$ cat config.mk
export PLATFORM = sky130hd
export DESIGN_NAME = layer_cfg_sequencer
export DESIGN_NICKNAME = d
export VERILOG_FILES = /design/src/rtl/layer_cfg_sequencer.sv
export SDC_FILE = /design/constraint.sdc
export NUM_CORES = 2
export LEC_CHECK = 0
export CORE_ASPECT_RATIO = 1.5
export CORE_MARGIN = 2
export CORE_UTILIZATION = 40
export CTS_CLUSTER_DIAMETER = 40
export DETAILED_ROUTE_END_ITERATION = 8
export PLACE_DENSITY = 0.59
export SLEW_MARGIN = 0
export SYNTH_ARGS = -nofsm -noshare
export SYNTH_HDL_FRONTEND = slang
export SYNTH_SLANG_ARGS = --single-unit
$ cat constraint.sdc
create_clock -name clk -period 4.6 [get_ports clk]
set_clock_uncertainty 0.15 [all_clocks]
set_input_delay 1.38 -clock clk [delete_from_list [all_inputs] [get_ports clk]]
set_output_delay 1.38 -clock clk [all_outputs]
set_load 0.01 [all_outputs]
$ cat src/rtl/layer_cfg_sequencer.sv
// Layer-descriptor table plus sequencer: host fills one descriptor per layer, then the block
// walks entries 0..num_layers-1, presenting each with derived output dims and waiting for layer_done.
module layer_cfg_sequencer #(
  parameter int unsigned MAX_LAYERS = 32,
  parameter int unsigned ID_W       = 5,
  parameter int unsigned WB_W       = 20,
  parameter int unsigned BB_W       = 12,
  parameter int unsigned CH_W       = 11,
  parameter int unsigned DIM_W      = 8,
  localparam int unsigned ENT_W     = WB_W + BB_W + 3 + 2*CH_W + 2*DIM_W + 2
) (
  input  logic               clk,
  input  logic               rst_n,
  input  logic               cfg_we,
  input  logic [ID_W-1:0]    cfg_waddr,
  input  logic [ENT_W-1:0]   cfg_wdata,
  input  logic               start,
  input  logic [ID_W:0]      num_layers,
  output logic               out_valid,
  input  logic               out_ready,
  output logic [ID_W-1:0]    out_id,
  output logic [ENT_W-1:0]   out_desc,
  output logic [DIM_W-1:0]   out_ow,
  output logic [DIM_W-1:0]   out_oh,
  input  logic               layer_done,
  output logic               busy,
  output logic               all_done,
  output logic               err
);

  // Field positions inside a descriptor (LSB side: stride, img_h, img_w)
  localparam int unsigned STR_LO = 0;
  localparam int unsigned IH_LO  = 2;
  localparam int unsigned IW_LO  = IH_LO + DIM_W;
  localparam int unsigned CNT_W  = ID_W + 1;

  typedef enum logic [2:0] {
    S_IDLE    = 3'd0,
    S_FETCH   = 3'd1,
    S_PRESENT = 3'd2,
    S_RUN     = 3'd3,
    S_DONE    = 3'd4
  } state_t;

  state_t             r_state;
  state_t             w_next;
  logic [ENT_W-1:0]   r_ram [MAX_LAYERS];
  logic [ENT_W-1:0]   r_desc;
  logic [ID_W-1:0]    r_id;
  logic [CNT_W-1:0]   r_num;
  logic               r_err;

  logic               w_num_ok;
  logic               w_waddr_ok;
  logic               w_wr_ok;
  logic               w_stride_ok;
  logic               w_last;
  logic               w_err_c;
  logic [1:0]         w_stride;
  logic [DIM_W-1:0]   w_img_w;
  logic [DIM_W-1:0]   w_img_h;

  assign w_stride    = r_desc[STR_LO +: 2];
  assign w_img_w     = r_desc[IW_LO +: DIM_W];
  assign w_img_h     = r_desc[IH_LO +: DIM_W];
  assign w_stride_ok = (w_stride == 2'd1) || (w_stride == 2'd2);
  assign w_num_ok    = (num_layers != '0) && (num_layers <= CNT_W'(MAX_LAYERS));
  assign w_waddr_ok  = {1'b0, cfg_waddr} < CNT_W'(MAX_LAYERS);
  assign w_wr_ok     = cfg_we && (r_state == S_IDLE) && w_waddr_ok;
  assign w_last      = ({1'b0, r_id} + CNT_W'(1)) == r_num;

  // Every rejected event: late/out-of-range write, illegal start, illegal stride
  assign w_err_c = (cfg_we && ((r_state != S_IDLE) || !w_waddr_ok))
                 || ((r_state == S_IDLE) && start && !w_num_ok)
                 || ((r_state == S_PRESENT) && !w_stride_ok);

  // Table storage is deliberately not reset
  always_ff @(posedge clk) begin
    if (w_wr_ok) begin
      r_ram[cfg_waddr] <= cfg_wdata;
    end
  end

  always_ff @(posedge clk or negedge rst_n) begin
    if (!rst_n) begin
      r_state <= S_IDLE;
    end else begin
      r_state <= w_next;
    end
  end

  always_comb begin
    w_next = r_state;
    case (r_state)
      S_IDLE:    if (start && w_num_ok) w_next = S_FETCH;
      S_FETCH:   w_next = S_PRESENT;
      S_PRESENT: begin
        if (!w_stride_ok)   w_next = S_IDLE;
        else if (out_ready) w_next = S_RUN;
      end
      S_RUN:     if (layer_done) w_next = w_last ? S_DONE : S_FETCH;
      S_DONE:    w_next = S_IDLE;
      default:   w_next = S_IDLE;
    endcase
  end

  // Sequence bookkeeping and registered table read
  always_ff @(posedge clk or negedge rst_n) begin
    if (!rst_n) begin
      r_id   <= '0;
      r_num  <= '0;
      r_desc <= '0;
      r_err  <= 1'b0;
    end else begin
      r_err <= w_err_c;
      if ((r_state == S_IDLE) && start && w_num_ok) begin
        r_id  <= '0;
        r_num <= num_layers;
      end else if ((r_state == S_RUN) && layer_done) begin
        r_id <= r_id + ID_W'(1);
      end
      if (r_state == S_FETCH) begin
        r_desc <= r_ram[r_id];
      end
    end
  end

  always_comb begin
    out_valid = (r_state == S_PRESENT) && w_stride_ok;
    busy      = (r_state != S_IDLE);
    all_done  = (r_state == S_DONE);
    err       = r_err;
    out_id    = r_id;
    out_desc  = r_desc;
    out_ow    = w_img_w;
    out_oh    = w_img_h;
    if (w_stride == 2'd2) begin
      out_ow = DIM_W'(({1'b0, w_img_w} + (DIM_W+1)'(1)) >> 1);
      out_oh = DIM_W'(({1'b0, w_img_h} + (DIM_W+1)'(1)) >> 1);
    end
  end

endmodule

### After elaboration in Yosys (flattened, before gate mapping)

Memories as Yosys holds them, arrays and structs flattened. A register that Yosys moved wholly into a read port is not among the register bits.
Cells that the tools add are included.

* reductions and logical operators: 21
* equality and inequality tests: 10
* mux-type cells: 12
* order comparisons: 1
* add/subtract/negate cells: 4

Operators by type and width (number)
* $add A8 B1 Y9 const B: 2
* $mux W8: 2
* $mux W3: 5
* $pmux W3 S4: 1
* $logic_and A1 B1 Y1: 10
* $mux W5: 2
* $add A5 B1 Y6 const B: 1
* $eq A3 B2 Y1 const B: 2
* $eq A6 B6 Y1: 1
* $le A6 B6 Y1 const B: 1
* $reduce_bool A6 Y1: 1
* $add A5 B1 Y5 const B: 1
* $eq A3 B1 Y1 const B: 1
* $eq A3 B3 Y1 const B: 1
* $logic_not A1 Y1: 3
* $logic_not A3 Y1: 1
* $logic_or A1 B1 Y1: 3
* $ne A3 B3 Y1 const B: 1
* $reduce_and A3 Y1: 1
* $reduce_bool A3 Y1: 1
* $eq A2 B1 Y1 const B: 1
* $eq A2 B2 Y1 const B: 1
* $mux W1: 2
* $ne A2 B1 Y1 const B: 1
* other kinds (2): 2

* flip-flop bits (word level): 15
* input port bits: 92
* memory bits (writable): 2400
* output and inout bits: 100
* memories kept: 1
* logic and storage cells: 53

Memory list
* r_ram: depth 32, width 75, read ports 1, clocked after Yosys merged registers in 1, wr ports 1, line 47 `logic [ENT_W-1:0] r_ram [MAX_LAYERS];`

### Logic depth before layout (Yosys ltp)

* depth after elaboration: 6
* depth in mapped cells: 9
* depth with buffers taken out: 6

### Worst setup path after synthesis

OpenSTA, ideal clock, no wires.

* path kind: input to register
* start: input port cfg_waddr[1]
* end: memory r_ram[24][0] (netlist bit) (enable)
* buffers on the path: 1
* data required time: 3.941 ns
* setup time: 0.509 ns
* arrival: 4.992 ns
* path slack: -1.051 ns
* stages: 3
* path through: or2_2 > buf_1 > nor2_1

RTL lines
* from (decl): line 15 `input logic [ID_W-1:0] cfg_waddr,`
* to (decl): line 47

No word-level cell before the write port.

### Final worst setup path

* start: register r_desc[10], in the netlist out_desc[10] (read register of r_ram)
* end: output port out_ow[5]

* cells in the longest elaborated chain, start to end: 2

Ends and longest elaborated chain
* from (decl): line 48 `logic [ENT_W-1:0] r_desc;`
* $add A8 B1 Y9: line 138 `out_ow = DIM_W'(({1'b0, w_img_w} + (DIM_W+1)'(1)) >> 1);`
* $mux W8: line 137 `if (w_stride == 2'd2) begin`
* to (decl): line 23 `output logic [DIM_W-1:0] out_ow,`

Every way passes these cells.

==> metrics.md <==
| Metric | Value |
|---|---|
| Status | finished clean |
| Average size of a mapped cell | 22.10 um2 |
| Register bit total from synthesis | 2490 |
| Effective utilization at floorplan | 40.15% |
| Vias per inst | 5.895 |
| Syn_nets | 4362 |
| Sequential area share after synthesis | 78.83% |
| Max incr delay on CP | 550 ps |
| Finished Layout Cells | 7957 |
| Mapped Area | 94280 um2 |
| Dpl cells | 7533 |
| Worst skew pair latency | 890 ps |
| DRT Pass-1 Iters | 6 |
| Fillers | 19104 |
| Pleak | 0.03364 uW |
| Pin count of the biggest net entering global routing | 82 |
| Initial antenna violation count | 18 |
| Worst VDD drop | 0.0003248 V |
| Share of cells above drive strength 1 | 24.56% |
| Final Slew Violations | 0 |
| Antenna Nets Post-Route | 0 |
| Synth async-reset ratio | 3.614% |
| Clk buf depth | 4 |
| Main flop type after synthesis | edfxtp_1 |
| Setup-failing EPs final | 0 |
| Vias | 46906 |
| Dpl hpwl | 161400 um |
| Placer's final routability congestion estimate | 0.8209 |
| Vias in the first global route | 47544 |
| Critical Path Sink Type | output pin |
| Yosys warns | 0 |
| Critical path, cell by cell | ha_1, nand2_1, nor2_1, nand3_1, o21ai_0, a21oi_1, clkdlybuf4s50_1 |
| Initial DRC count | 5886 |
| Post_cts resized | 1 |
| Post-layout minimum cycle time | 4303 ps |
| IO buf count | 191 |
| # DRC | 0 |
| Crit path max fanout | 6 |
| H-Tree Depth | 4 |
| CP max-delay cell | clkdlybuf4s50_1 |
| Final hold violations | 0 |
| Num rows | 218 |
| Final period util | 93.54% |
| Number of distinct library cells after synthesis | 52 |
| CTS tree | yes |
| Layout area overhead | 16.40% |
| Wire per inst | 33.43 um |
| Worst setup SP type | flop |
| Worst slew pin tran | 1021 ps |
| Die ar. | 239700 um2 |
| Cts hold-fix bufs | 0 |
| Final #Nets | 4783 |
| Num CTS Buffers | 232 |
| Worst path top cell family by delay | buffers and inverters |
| Finished Cell Area | 109700 um2 |
| Core footprint | 234800 um2 |
| Max Cap Viol | 0 |
| Hold_ws | 293.9 ps |
| Critical Path AT | 2770 ps |
| Post-CTS Setup Inserts | 0 |
| Kind of critical path | reg2out |
| Clk sinks | 2490 |
| Worst min path class | in2async |
| First-pass GRT wire length | 371800 um |
| Die width | 400.4 um |
| I/O Pins | 192 |
| CP bufs+invs | 1 |
| Placed Area | 102000 um2 |
| GRT overflow | 0 |
| Pwr Total | 58340 uW |
| EDFF count, synth | 2400 |
| Routed WL | 266000 um |
| Critical path required time | 3070 ps |
| Highest Clock Rate | 232.4 MHz |
| PD cells | 531.6 nW/um2 |
| RSZ-0062 raised after global routing | false |
| CTS clk-pin slew, worst paths | 60 ps |
| Gr usage total | 21.90% |
| Clock root buffer | clkbuf_16 |
| Die Span Y | 598.6 um |
| Synth Instances | 4266 |
| Worst slew margin | 31.96% |
-- synthesized netlist by cell type, types with 3 or more instances --
cell type / number / area share (%)
nor3_1: 5 / 0.027
mux4_2: 502 / 12
dfrtp_1: 90 / 2.4
inv_1: 4 / 0.016
xor2_1: 7 / 0.065
o21a_1: 3 / 0.024
mux2i_1: 236 / 2.5
a31oi_1: 16 / 0.11
o21ai_0: 45 / 0.24
nand2_1: 29 / 0.12
buf_6: 5 / 0.060
mux2_2: 14 / 0.17
a211oi_1: 15 / 0.12
or2_2: 5 / 0.033
buf_2: 83 / 0.44
ha_1: 4 / 0.053
xnor2_1: 6 / 0.056
o31a_1: 5 / 0.046
nor2b_1: 7 / 0.046
o31ai_1: 7 / 0.056
nor2_1: 64 / 0.25
buf_4: 30 / 0.24
clkbuf_1: 119 / 0.47
a221o_1: 39 / 0.41
nand3_1: 17 / 0.090
o22ai_1: 56 / 0.37
edfxtp_1: 2400 / 76
a21oi_1: 171 / 0.91
buf_1: 15 / 0.060
a22oi_1: 170 / 1.4
o221ai_1: 56 / 0.52
nand2b_1: 13 / 0.086
-- power breakdown --
group	internal, uW	switching [uW]
registers	25400	883
clock network	11200	8450
logic	5590	6820
total	42200	16200
-- layer usage --
layer	up-vias	wire, um	global-route usage, %
met1	25588	104400	28.80
met4	8	7352	6.034
met5	-	50	0
li1	18998	-	-
met3	369	17350	3.156
met2	1943	136900	38.11
-- metrics by stage --
stage | setup WS [ps] | setup TNS (ps) | util, %
floorplan | -1051 | -2274910 | -
global placement | 358.5 | 0 | 43.44
detailed placement | 383.0 | 0 | 43.44
CTS | 4.988 | 0 | 46.73
global route | 81.48 | 0 | 46.73
finish | 296.9 | 0 | 46.73
-- logic make-up after synthesis --
logic type,after synthesis,share of synthesized area (%)
adder cells (fa/ha/maj),4,0.05309
buffers and inverters,256,1.289
AO/OA/AOI/OAI,594,4.259
flip-flops,2490,78.83
XOR/XNOR,13,0.1208
AND/OR/NAND/NOR,157,0.7843
multiplexers,752,14.66
-- cell usage in the layout (no fill, tap or decap), types with 6 or more instances in the layout --
master	instances
buf_2	24
nand2b_1	10
mux2i_1	236
inv_6	10
xnor2_1	6
clkbuf_16	233
dfrtp_1	84
mux2_2	14
xor2_1	7
o221ai_1	56
buf_4	160
a22oi_1	170
a21oi_1	170
clkbuf_1	41
o22ai_1	56
buf_12	88
o31ai_1	7
clkinv_1	29
nor2_4	35
nand2_1	29
edfxtp_1	2400
o21ai_0	45
mux4_2	502
clkbuf_8	20
inv_8	9
a221o_1	39
a211oi_1	15
clkinvlp_4	11
clkinv_4	10
nand3_1	17
bufinv_16	27
clkinv_2	28
a31oi_1	16
nor2_1	30
clkdlybuf4s50_1	166
-- flip-flops by register name, summed over array words and instances, names as in the netlist --
name and cells:
r_num 6, out_id 5, out_desc 75, r_ram 2400, r_state 3, err 1
-- final timing paths --
check | depth (start not counted) | slack [ps] | from | to
max reg2reg | 6 | 940 | out_id[0] | out_desc[19]
min in group clk | 2 | 370 | out_desc[31] | out_desc[31]
min reg2reg | 2 | 370 | out_desc[31] | out_desc[31]
max in group asynchronous | 2 | 3010 | rst_n | out_id[2]
min | 1 | 290 | rst_n | out_desc[42]
max | 7 | 300 | out_desc[10] | out_ow[5]
-- cell type report --
cell class | count | area (um2) | share of cell area [%]
clock inverter | 126 | 1455 | 1.326
inverter | 4 | 15.01 | 0.01368
sequential | 2490 | 74340 | 67.74
tap | 3080 | 3854 | 3.511
clock buffer | 294 | 6260 | 5.704
timing repair buffer | 439 | 4756 | 4.333
antenna | 4 | 10.01 | 0.009121
multi-input combinational | 1520 | 19060 | 17.37
No activity file was read; power rests on OpenSTA's default activity.
